## config.mk

```make
export PLATFORM = sky130hd
export DESIGN_NAME = freq_div_sequencer
export DESIGN_NICKNAME = d
export VERILOG_FILES = /design/src/rtl/freq_div_sequencer.sv
export SDC_FILE = /design/constraint.sdc
export NUM_CORES = 1
export LEC_CHECK = 0
export CAP_MARGIN = 5
export CORE_MARGIN = 4
export CORE_UTILIZATION = 40
export CTS_CLUSTER_DIAMETER = 80
export CTS_CLUSTER_SIZE = 10
export DETAILED_ROUTE_END_ITERATION = 12
export PLACE_DENSITY = 0.74
export SETUP_SLACK_MARGIN = 0.4
export SLEW_MARGIN = 20
export SYNTH_ARGS = -nofsm -noshare
export SYNTH_HDL_FRONTEND = slang
export SYNTH_SLANG_ARGS = --single-unit
```

## constraint.sdc

```tcl
create_clock -name Clk -period 3.72 [get_ports Clk]
set_input_delay 0.744 -clock Clk [delete_from_list [all_inputs] [get_ports Clk]]
set_output_delay 0.744 -clock Clk [all_outputs]
set_load 0.01 [all_outputs]
```

## src/rtl/freq_div_sequencer.sv

```systemverilog
// freq_div_sequencer: arbitrates divide-value requests from several clients and
// reprograms one frequency divider safely (stop, load, restart, ack).
// All divider-facing outputs are registered and follow the state by one cycle.
//
//   state   | meaning
//   --------+-------------------------------------------------------------
//   S_IDLE  | waiting for a request; arbitration happens here
//   S_DRAIN | divider held disabled for DRAIN_CYCLES before the load
//   S_LOAD  | divider disabled, ConfigDiv pulsed with the latched value
//   S_START | divider re-enabled with the new value
//   S_ACK   | winner acknowledged, round-robin pointer advanced
module freq_div_sequencer #(
  parameter int NREQ         = 4,
  parameter int WIDTH        = 32,
  parameter int DRAIN_CYCLES = 2,
  localparam int IW          = $clog2(NREQ)
) (
  input  logic                   Clk,
  input  logic                   Reset,
  input  logic [NREQ-1:0]        Req,
  input  logic [NREQ*WIDTH-1:0]  ReqDiv,
  input  logic                   Stop,
  output logic [NREQ-1:0]        Ack,
  output logic [WIDTH-1:0]       DivDin,
  output logic                   DivConfig,
  output logic                   DivEnable,
  output logic [WIDTH-1:0]       CurDiv,
  output logic [IW-1:0]          Owner,
  output logic                   Busy
);

  localparam int CW = (DRAIN_CYCLES > 1) ? $clog2(DRAIN_CYCLES) : 1;
  localparam logic [CW-1:0] DRAIN_LOAD = CW'((DRAIN_CYCLES > 0) ? DRAIN_CYCLES - 1 : 0);

  typedef enum logic [2:0] {
    S_IDLE  = 3'd0,
    S_DRAIN = 3'd1,
    S_LOAD  = 3'd2,
    S_START = 3'd3,
    S_ACK   = 3'd4
  } state_t;

  state_t            state, state_nxt;
  logic [IW-1:0]     ptr;
  logic [IW-1:0]     winner;
  logic [WIDTH-1:0]  latched;
  logic [CW-1:0]     drain_cnt;

  logic              pick_vld;
  logic [IW-1:0]     pick_idx;
  logic [WIDTH-1:0]  pick_div;
  logic              fast;
  logic              grant;

  logic [NREQ-1:0]   ack_d;
  logic [WIDTH-1:0]  din_d;
  logic              config_d;
  logic              enable_d;
  logic [WIDTH-1:0]  cur_d;
  logic [IW-1:0]     owner_d;

  // Round-robin pick: first requester at or after the pointer, wrapping.
  // Descending scan so the smallest offset from the pointer wins.
  always_comb begin
    pick_vld = 1'b0;
    pick_idx = '0;
    for (int k = NREQ - 1; k >= 0; k--) begin
      if (Req[(int'(ptr) + k) % NREQ]) begin
        pick_vld = 1'b1;
        pick_idx = IW'((int'(ptr) + k) % NREQ);
      end
    end
  end

  assign pick_div = ReqDiv[int'(pick_idx)*WIDTH +: WIDTH];
  // Same value already running: skip the reprogram entirely.
  assign fast     = DivEnable && (pick_div == CurDiv);
  assign grant    = (state == S_IDLE) && !Stop && pick_vld;
  assign Busy     = (state != S_IDLE);

  // State register.
  always_ff @(posedge Clk or posedge Reset) begin
    if (Reset) state <= S_IDLE;
    else       state <= state_nxt;
  end

  // Next-state logic; Stop aborts any sequence that has not reached ACK.
  always_comb begin
    state_nxt = state;
    case (state)
      S_IDLE: begin
        if (grant) begin
          if (fast)                   state_nxt = S_ACK;
          else if (DRAIN_CYCLES == 0) state_nxt = S_LOAD;
          else                        state_nxt = S_DRAIN;
        end
      end
      S_DRAIN: begin
        if (Stop)                state_nxt = S_IDLE;
        else if (drain_cnt == 0) state_nxt = S_LOAD;
      end
      S_LOAD:  state_nxt = Stop ? S_IDLE : S_START;
      S_START: state_nxt = Stop ? S_IDLE : S_ACK;
      S_ACK:   state_nxt = S_IDLE;
      default: state_nxt = S_IDLE;
    endcase
  end

  // Grant latch, drain down-counter and round-robin pointer.
  always_ff @(posedge Clk or posedge Reset) begin
    if (Reset) begin
      winner    <= '0;
      latched   <= '0;
      drain_cnt <= '0;
      ptr       <= '0;
    end else begin
      if (grant) begin
        winner    <= pick_idx;
        latched   <= pick_div;
        drain_cnt <= DRAIN_LOAD;
      end else if (state == S_DRAIN && drain_cnt != 0) begin
        drain_cnt <= drain_cnt - 1'b1;
      end
      if (state == S_ACK) ptr <= IW'((int'(winner) + 1) % NREQ);
    end
  end

  // Output decode; Stop overrides the divider controls in every state.
  always_comb begin
    ack_d    = '0;
    din_d    = DivDin;
    config_d = 1'b0;
    enable_d = DivEnable;
    cur_d    = CurDiv;
    owner_d  = Owner;
    case (state)
      S_DRAIN: enable_d = 1'b0;
      S_LOAD: begin
        enable_d = 1'b0;
        config_d = 1'b1;
        din_d    = latched;
      end
      S_START: begin
        enable_d = 1'b1;
        cur_d    = latched;
      end
      S_ACK: begin
        ack_d[winner] = 1'b1;
        owner_d       = winner;
      end
      default: ;
    endcase
    if (Stop) begin
      enable_d = 1'b0;
      config_d = 1'b0;
      din_d    = DivDin;
    end
  end

  // Registered outputs so the divider sees glitch-free controls.
  always_ff @(posedge Clk or posedge Reset) begin
    if (Reset) begin
      Ack       <= '0;
      DivDin    <= '0;
      DivConfig <= 1'b0;
      DivEnable <= 1'b0;
      CurDiv    <= '0;
      Owner     <= '0;
    end else begin
      Ack       <= ack_d;
      DivDin    <= din_d;
      DivConfig <= config_d;
      DivEnable <= enable_d;
      CurDiv    <= cur_d;
      Owner     <= owner_d;
    end
  end

endmodule

```

# Word-level counts from Yosys, hierarchy flattened
# Index checks and enable logic that the tools add are counted.
[word_totals] reg_bits=112 latchBits=0 ramBits=0 romBits=0 input_bits=135 out_inout_bits=73 word_cells=85 n_memories=0
[op_classes] add_sub_neg=5 multipliers=0 div_mod_pow=0 n_lt_le_gt_ge=6 n_eq_ne=7 n_shift=1 muxes=35 bitwise=4 reduce_logical=16
[op_table] op="$shiftx A128 B8 Y32" n=1
[op_table] op="$eq A32 B32 Y1" n=1
[op_table] op="$mux W1" n=17
[op_table] op="$mux W3" n=5
[op_table] op="$lt A3 B4 Y1 const B" n=3
[op_table] op="$pmux W3 S4" n=1
[op_table] op="$mux W2" n=5
[op_table] op="$bmux W1 S2" n=4
[op_table] op="$reduce_or A2 Y1" n=4
[op_table] op="$eq A3 B2 Y1 const B" n=2
[op_table] op="$lt A2 B3 Y1 const B" n=2
[op_table] op="$reduce_bool A3 Y1" n=2
[op_table] op="$logic_and A1 B1 Y1" n=5
[op_table] op="$add A2 B1 Y2 const B" n=2
[op_table] op="$add A2 B2 Y2 const B" n=2
[op_table] op="$mux W4" n=1
[op_table] op="$reduce_and A2 Y1" n=2
[op_table] op="$and A1 B1 Y1 const A" n=3
[op_table] op="$eq A3 B1 Y1 const B" n=1
[op_table] op="$eq A3 B3 Y1 const B" n=1
[op_table] op="$logic_not A3 Y1" n=1
[op_table] op="$ne A3 B3 Y1 const B" n=1
[op_table] op="$demux W1 S2" n=1
[op_table] op="$ge A2 B1 Y1 const B" n=1
[op_table] op="other kinds (6)" n=6

# Depth between registers and ports, before layout
# Gate-level depths: netlist of the first run.
[logic_depth] ltp_word=16 mapped_depth=13 mapped_depth_nobuf=10

# Worst setup path before layout of the first run
# No wires, ideal clock.
[synth_timing] kind="input-to-reg" from="input port Req[2]" to="register state[2]" setup_ps=76 t_arrival_ps=3224 required_ps=3644 setup_slack_ps=419 cell_stages=11 cell_sequence="nor2b_4 -> a221oi_4 -> nor2_8 -> buf_6 -> mux2i_1 -> o2bb2ai_1 -> a2111oi_2 -> o211ai_1 -> or4_1 -> or4_1 -> o21ai_1"
[synth_via] elab_chain_len=13 elab_cells_between_ends=28
[synth_rtl] item="start, declared" line="20" source="input logic [NREQ-1:0] Req,"
[synth_rtl] item="$bmux W1 S2" line="68" source="if (Req[(int'(ptr) + k) % NREQ]) begin"
[synth_rtl] item="$mux W1 (implied by the code) (2 in a row)" line="68"
[synth_rtl] item="$mux W2 (4 in a row)" line="68"
[synth_rtl] item="$shiftx A128 B8 Y32" line="75" source="assign pick_div = ReqDiv[int'(pick_idx)*WIDTH +: WIDTH];"
[synth_rtl] item="$eq A32 B32 Y1" line="77" source="assign fast = DivEnable && (pick_div == CurDiv);"
[synth_rtl] item="$logic_and A1 B1 Y1" line="77"
[synth_rtl] item="$mux W3" line="93" source="if (fast) state_nxt = S_ACK;"
[synth_rtl] item="$mux W3" line="92" source="if (grant) begin"
[synth_rtl] item="$pmux W3 S4" line="90" source="case (state)"
[synth_rtl] item="end signal, assigned" line="84" source="else state <= state_nxt;"
[synth_rtl] item="end, declared" line="43" source="state_t state, state_nxt;"
# Parallel ways exist; a longest one is shown, timed or not. The select of a mux whose other input is x is not followed.
# A chain may end at the register's enable or synchronous reset.

# Worst setup path in the final report of the first run
# Ends and elaborated chain as after synthesis.

==> metrics.md, run 1 <==
| Metric | Value |
|---|---|
| Gr usage total | approximately 24% |
| Post-synth top area share | 45.4% |
| Initial Utilization | approximately two fifths |
| CP Launch Type | input port |
| CP arrival | between 3 and 4 ns |
| Clock latency on the worst-skew pair | roughly 0.35 ns |
| Synth cell count leaders | dfrtp_1, mux2_2, nand2_1 |
| Final setup margin | between 0.3 and 0.4 ns |
| TritonCTS clock tree | yes |
| Clk slew on worst S/H paths | around 0.07 ns |
| Drt via density | approximately 5.5 |
| Placer Congestion | 0.961 |
| Initial antenna violation count | 0 |
| WP buf/inv | 3 |
| CP Class | in -> reg |
| Pins Over Slew Limit | 0 |
| Fin nets | slightly below 1k |
| Status | completed |
| HP Class | reg -> reg |
| Pin count of the biggest net entering global routing | roughly 110 |
| Setup Viol. Count Final | 0 |
| Num CTS Buffers | 9 |
| Post-Synthesis Cells | between 500 and 600 |
| DRT iter0 DRCs | around 400 |
| Std-Cell Rows | 45 |
| Hold_ws | between 0.5 and 0.6 ns |
| Max FO, Critical Path | 6 |
| Die X | 132 um |
| Ys async rst share | 100% |
| # placed instances | a little over 1k |
| CTS Buffer Depth | 2 |
| Routed Antenna Nets | 0 |
| Wire per inst | roughly 20 um |
| Hold Buf Count CTS | 0 |
| Number of enable-type register cells in the synthesized netlist | 0 |
| Synthesized area per cell | roughly 10 um2 |
| Critical Path RT | ~4.0 ns |
| I/O Pins | approximately 210 |
| Ant. Diodes | 0 |
| Syn-to-layout area delta | 53.9% |
| Pre-CTS setup slack | -0.437 ns |
| Core Box Area | 15100 um2 |
| Die H | roughly 130 um |
| Synth top area cells | dfrtp_1, mux2_2, mux2i_1 |
| Post-Route Setup TNS | 0 ns |
| Lkg Pwr | between 4 and 5 nW |
| Crit. End Element | register |
| Slowest CP cell | or4_4 |
| Vias | ~5.8k |
| Crit share post-route | between 90% and 100% |
| Final core occ | between 60% and 70% |
| Gr ovfl total | 0 |
| Critical path cell sequence | buf_2 > buf_6 > a221oi_4 > nor2_8 > buf_8 > mux2_4 > xor2_1 > nor4_1 > o211ai_1 > or4_4 > or4_1 > o21ai_1 |
| Synth Register Bits | approximately 110 |
| Root Buffer | clkbuf_16 |
| Synth Flop Type | dfrtp_1 |
| Min cycle time layout | around 3.4 ns |
| Hpwl dp | between 15000 and 20000 um |
| Max_cap viols | 0 |
| Synthesized Nets | about 730 |
| YS warnings | 0 |
| Top delay family on crit path | simple AND/OR/NAND/NOR gates |
| Pre-Repair DR Iteration Count | 8 |
| Routed Wire Length | 21200 um |
| VDD IR max | between 0.0003 and 0.0004 V |
| Count of different cell masters after synthesis | between 50 and 60 |
| Layout cells sized above 1 | approximately 24% |
| Vias in the first global route | about 6.0k |
| Final Hold Vio Count | 0 |
| Slew headroom | around two fifths |
| RSZ-0062 raised after global routing | yes |
| Fin cells | about 1.0k |
| CTS sink cnt | between 100 and 150 |
| Mapped cell area | between 6000 and 7000 um2 |
| Skew final | roughly 0.0038 ns |
| Cell taking the most area after synthesis | dfrtp_1 |
| Most common cell in the netlist | dfrtp_1 |
| Pwr Density | around 740 nW/um2 |
| First-pass GRT wire length | around 33000 um |
| Worst Tran Pin Value | 0.912 ns |
| Seq/Total Area, Yosys | 45.4% |
| Die ar. | ~18000 um2 |
| Fillers | approximately 1.2k |
| DRC Markers | 0 |
| CP peak stage delay | 0.53 ns |
| Number of port buffers | between 200 and 250 |
| Htree depth | 3 |
| Fmax | between 200 and 300 MHz |
-- cells in the final DEF, fill, tap and decap left out, types with 3 or more instances in the layout --
| cell | netlist | routed |
|---|---|---|
| xnor2_1 | 5 | 5 |
| nand3_1 | 15 | 15 |
| inv_1 | 9 | 8 |
| o2bb2ai_1 | 4 | 4 |
| nor2_1 | 45 | 45 |
| o21ai_0 | 46 | 45 |
| a31oi_1 | 4 | 4 |
| and3_1 | 6 | 6 |
| clkbuf_16 | 0 | 9 |
| a21oi_1 | 15 | 14 |
| xor2_1 | 8 | 6 |
| dfrtp_1 | 112 | 111 |
| ha_1 | 4 | 4 |
| buf_4 | 2 | 64 |
| a2111oi_2 | 2 | 3 |
| nand4_1 | 7 | 7 |
| clkdlybuf4s50_1 | 0 | 203 |
| buf_2 | 6 | 3 |
| nor3_1 | 11 | 10 |
| mux2i_1 | 62 | 55 |
| buf_12 | 0 | 9 |
| mux2_2 | 83 | 80 |
| mux2i_2 | 2 | 6 |
| nand2_1 | 69 | 68 |
| mux2i_4 | 0 | 3 |
| mux2_4 | 0 | 3 |
| o22ai_1 | 6 | 6 |
-- per-layer routing --
metal | global-route usage (%) | part of all wire (%) | wire length [um]
met1 | 30.3 | 41 | 8600
met4 | 9.82 | 3.4 | 725
met5 | 0 | 0 | 0
met2 | 39.7 | 48 | 10100
met3 | 5.95 | 8.2 | 1740
-- path summary, 6_finish.rpt --
path                                         from                     end  slack (ns)  cells past startpoint
setup reg to reg               ptr[1]$_DFFE_PP0N_    state[2]$_DFFE_PP0P_        0.44                     11
min in group asynchronous                   Reset  DivDin[18]$_DFFE_PP0P_        0.89                      3
max in group asynchronous                   Reset      ptr[0]$_DFFE_PP0N_        2.31                      3
hold reg to reg            latched[2]$_DFFE_PP0P_  latched[2]$_DFFE_PP0P_        0.51                      2
hold / removal             latched[2]$_DFFE_PP0P_  latched[2]$_DFFE_PP0P_        0.51                      2
setup / recovery                           Req[2]    state[2]$_DFFE_PP0P_        0.35                     12
-- timing repair --
action                                  4_1_cts  5_1_grt
pin swaps                                    11        7
resized for setup                            40        5
hold endpoints to repair                      0        0
cloned                                        1        0
endpoints found under the setup margin        2        1
buffers inserted                              4        0
-- power by group --
group	switching, mW	total (mW)	internal (mW)
Clock	0.439	1.06	0.623
Sequential	0.573	2.33	1.76
Combinational	1.62	3.64	2.02
-- flip-flops by register name, summed over array words and instances, names as in the netlist --
register / count
ptr: 2
DivConfig: 1
DivDin: 32
Owner: 2
CurDiv: 32
winner: 2
Ack: 4
DivEnable: 1
state: 3
drain_cnt: 1
latched: 32
-- tightest hold or removal path, delay by kind of cell, from the launching register on --
family	cells	cell delay, ns
AOI/OAI and AO/OA	1	0.06
DFF	1	0.36
and+or+nand+nor	1	0.05
-- per-stage QoR --
stage	cell area (um2)	power [mW]
2_1_floorplan	6180	3.97
3_3_place_gp	9000	5.70
3_5_place_dp	9000	5.80
4_1_cts	9490	7.04
5_1_grt	9510	7.44
6_report	9510	7.04
-- kinds of logic (layout without fill, tap and decap cells) --
group	Yosys count	in the layout	share of synthesized area, %
adder cells (fa/ha/maj)	4	4	0.810
AO/OA/AOI/OAI	105	105	11.1
buffers and inverters	40	307	2.92
flip-flops	112	112	45.4
multiplexers	147	147	25.6
XOR/XNOR	13	13	1.84
AND/OR/NAND/NOR	168	168	12.3
-- area by class of cell --
cell class | count | area [um2] | area share, %
multi-input combinational | 437 | 3340 | 35.1
sequential | 112 | 2800 | 29.5
timing repair buffer | 283 | 2770 | 29.1
clock buffer | 12 | 256 | 2.70
tap | 188 | 235 | 2.47
clock inverter | 3 | 65.1 | 0.684
inverter | 9 | 37.5 | 0.395
Note: power is estimated with default switching activity, not from simulation.
==> inputs of run 2 (changes only) <==
CAP_MARGIN = default   (was 5)
CORE_UTILIZATION = 42   (was 40)
CTS_CLUSTER_DIAMETER = 100   (was 80)
PLACE_DENSITY = 0.78   (was 0.74)
==> run 2 against run 1 <==
- worst setup slack gained 0.068 ns
- largest power group unchanged
- non-clock buffer count rose by 11
- critical path type unchanged
- sequential cell count stayed put
- global-route usage up 1.9 points
- core utilization rose by 3.5 points
- design area increased by 0.87%
- highest routed layer unchanged
- hold slack worse by 0.0099 ns
- via count grew 1.5%
==> metrics.md, run 2 (synthesis results as in run 1) <==
| Metric | Value |
|---|---|
| Status | completed |
| TritonCTS clock tree | yes |
| Initial Utilization | 42.7% (+1.9 points) |
| Vias in the first global route | 6176 (+2.3%) |
| CP Launch Type | input port |
| Slew headroom | 26.6% (-12 points) |
| Final Cell Area | 9600 um2 (+0.87%) |
| Max FO, Critical Path | 8 (+2) |
| Critical path cell sequence | buf_8 > buf_6 > a221oi_4 > nor2_8 > buf_12 > buf_4 > mux2i_1 > mux2_4 > xor2_2 > nand4_1 > or4_4 > or4_1 > o21ai_1 |
| Layout cells sized above 1 | 25.9% (+1.6 points) |
| Hold_ws | 0.495 ns (-0.00987 ns) |
| WP buf/inv | 4 (+1) |
| Combinational cell fraction of total power | 52.6% (+0.8 points) |
| Pwr Density | 735 nW/um2 (-0.66%) |
| Slowest CP cell | or4_4 |
| Core Box Area | 14500 um2 (-4.4%) |
| Final setup margin | 0.416 ns (+0.0682 ns) |
| DRT iter0 DRCs | 477 (+16%) |
| Die ar. | 16700 um2 (-4.5%) |
| Switching Share | 38.2% (+0.80 points) |
| Number of port buffers | 207 (unchanged) |
| DRC Markers | 0 (unchanged) |
| Die X | 129 um (-2.3%) |
| Net switching power | 2.70 mW (+2.3%) |
| Critical Path RT | 4.01 ns (about the same) |
| Placer Congestion | 0.943 (-1.9%) |
| Clk network pwr share | 14.2% (-0.9 points) |
| Worst Reg-to-Reg Cells | 12 (+1) |
| Routed Antenna Nets | 0 (unchanged) |
| Pins Over Slew Limit | 0 (unchanged) |
| FF-to-FF Start | ptr[0]$_DFFE_PP0N_ |
| CP peak stage delay | 0.57 ns (+0.04 ns) |
| First-pass GRT wire length | 32900 um (-0.44%) |
| R2r endpoint | state[2]$_DFFE_PP0P_ |
| Std-Cell Rows | 44 (-2.2%) |
| Final core occ | 66.3% (+3.5 points) |
| Commonest cells after routing, fill and taps aside | clkdlybuf4s50_1, dfrtp_1, mux2_2, buf_4, nand2_1 |
| Crit. End Element | register |
| Top flop regs | CurDiv x32, DivDin x32, latched x32 |
| Num CTS Buffers | 9 (unchanged) |
| Top delay family on crit path | simple AND/OR/NAND/NOR gates |
| Htree depth | 3 (unchanged) |
| Die H | 129 um (-2.3%) |
| Gr usage total | 25.9% (+1.9 points) |
| Fillers | 1098 (-7.0%) |
| DP Area | 9020 um2 (+0.25%) |
| Pre-CTS setup slack | -0.441 ns (-0.00357 ns) |
| Syn-to-layout area delta | 55.3% |
| Post-Route Setup TNS | 0 ns (unchanged) |
| Fmax | 303 MHz (+2.1%) |
| CTS Buffer Depth | 2 (unchanged) |
| Routed Wire Length | 21700 um (+2.6%) |
| VDD IR max | 0.000312 V (-14%) |
| Reg2reg setup slack | 0.46 ns (+0.02 ns) |
| RSZ-0062 raised after global routing | yes |
| CTS sink cnt | 112 (unchanged) |
| Root Buffer | clkbuf_16 |
| Initial antenna violation count | 0 (unchanged) |
| Wire per inst | 20.7 um (+1.8%) |
| Fin cells | 1052 (+0.77%) |
| CP arrival | 3.59 ns (-0.06 ns) |
| CP Class | in -> reg |
| Sequential Power Share | 33.2% (about the same) |
| Worst Tran Pin Value | 1.10 ns (+0.186 ns) |
| P_int | 4.36 mW (-1.1%) |
| Gr ovfl total | 0 (unchanged) |
| Lkg Pwr | 4.18 nW (+1.2%) |
| Critical Path Stages | 13 (+1) |
| Setup Viol. Count Final | 0 (unchanged) |
| Total design power | 7.05 mW (+0.20%) |
| Min cycle time layout | 3.30 ns (-0.0682 ns) |
| Commonest non-fill, non-tap cell in the layout | clkdlybuf4s50_1 |
| Skew final | 0.0115 ns (+0.00769 ns) |
| Vias | 5860 (+1.5%) |
| HP Class | reg -> reg |
| Final Hold Vio Count | 0 (unchanged) |
| Pin count of the biggest net entering global routing | 45 (-60%) |
| Fin nets | 1002 (+1.1%) |
| Pre-Repair DR Iteration Count | 5 (-3) |
| Hpwl dp | 16800 um (+3.0%) |
| Drt via density | 5.57 (+0.74%) |
| Clk slew on worst S/H paths | 0.07 ns (about the same) |
| Worst Setup SP | Req[2] |
| # placed instances | 1027 (+0.29%) |
| Max_cap viols | 0 (unchanged) |
| Hold wc startpoint | Owner[1]$_DFFE_PP0N_ |
| Crit share post-route | 88.8% (-1.8 points) |
| Worst setup path end | state[2]$_DFFE_PP0P_ |
| Clock latency on the worst-skew pair | 0.36 ns (about the same) |
| I/O Pins | 208 (unchanged) |
| Ant. Diodes | 0 (unchanged) |
==> run 2: worst min-delay path by stage <==
stage	end	slack [ns]	cells past startpoint
after floorplan	latched[0]$_DFFE_PP0P_	0.46	2
final	Owner[1]$_DFFE_PP0N_	0.50	2
after global placement	Owner[1]$_DFFE_PP0N_	0.47	2
after detailed placement	Owner[1]$_DFFE_PP0N_	0.48	2
after CTS	Owner[1]$_DFFE_PP0N_	0.50	2
after global routing	DivDin[4]$_DFFE_PP0P_	0.53	1
==> run 2: final cells by class <==
| class | count | area [um2] | area share [%] |
|---|---|---|---|
| clock buffers | 10 | 239 | 2.49 |
| clock inverters | 6 | 66.3 | 0.691 |
| inverters | 9 | 37.5 | 0.391 |
| multi-input cells | 437 | 3360 | 35.0 |
| flip-flops and latches | 112 | 2810 | 29.2 |
| well taps | 184 | 230 | 2.40 |
| repair buffers | 294 | 2860 | 29.8 |
==> run 2: routing by layer <==
metal / GRT usage (%) / vias up / routed length, um
met5: 0 / - / 0
met4: 9.02 / 0 / 635
met3: 6.14 / 50 / 1670
met2: 45.2 / 283 / 10800
met1: 31.4 / 2856 / 8630
li1: - / 2671 / -
==> run 2: repair_timing <==
action | in CTS | in global routing
endpoints found under the setup margin | 2 | 1
resized for setup | 47 | 8
setup buffers | 7 | 1
hold buffers | 0 | 0
pin swaps | 11 | 10
cloned | 1 | 0
==> run 2: worst min-delay path: cells and delay by family, from the launching register on <==
| kind | cells | cell delay [ns] |
|---|---|---|
| compound gates | 1 | 0.06 |
| flops | 1 | 0.35 |
| simple gates | 1 | 0.05 |
==> run 2: power by group through the flow <==
stage               clock, mW  sequential, mW  combinational, mW
floorplan                   0            2.30               1.67
global placement            0            2.31               3.39
detailed placement          0            2.34               3.48
CTS                      1.02            2.33               3.69
global route             1.06            2.41               3.96
finish                  0.999            2.34               3.71
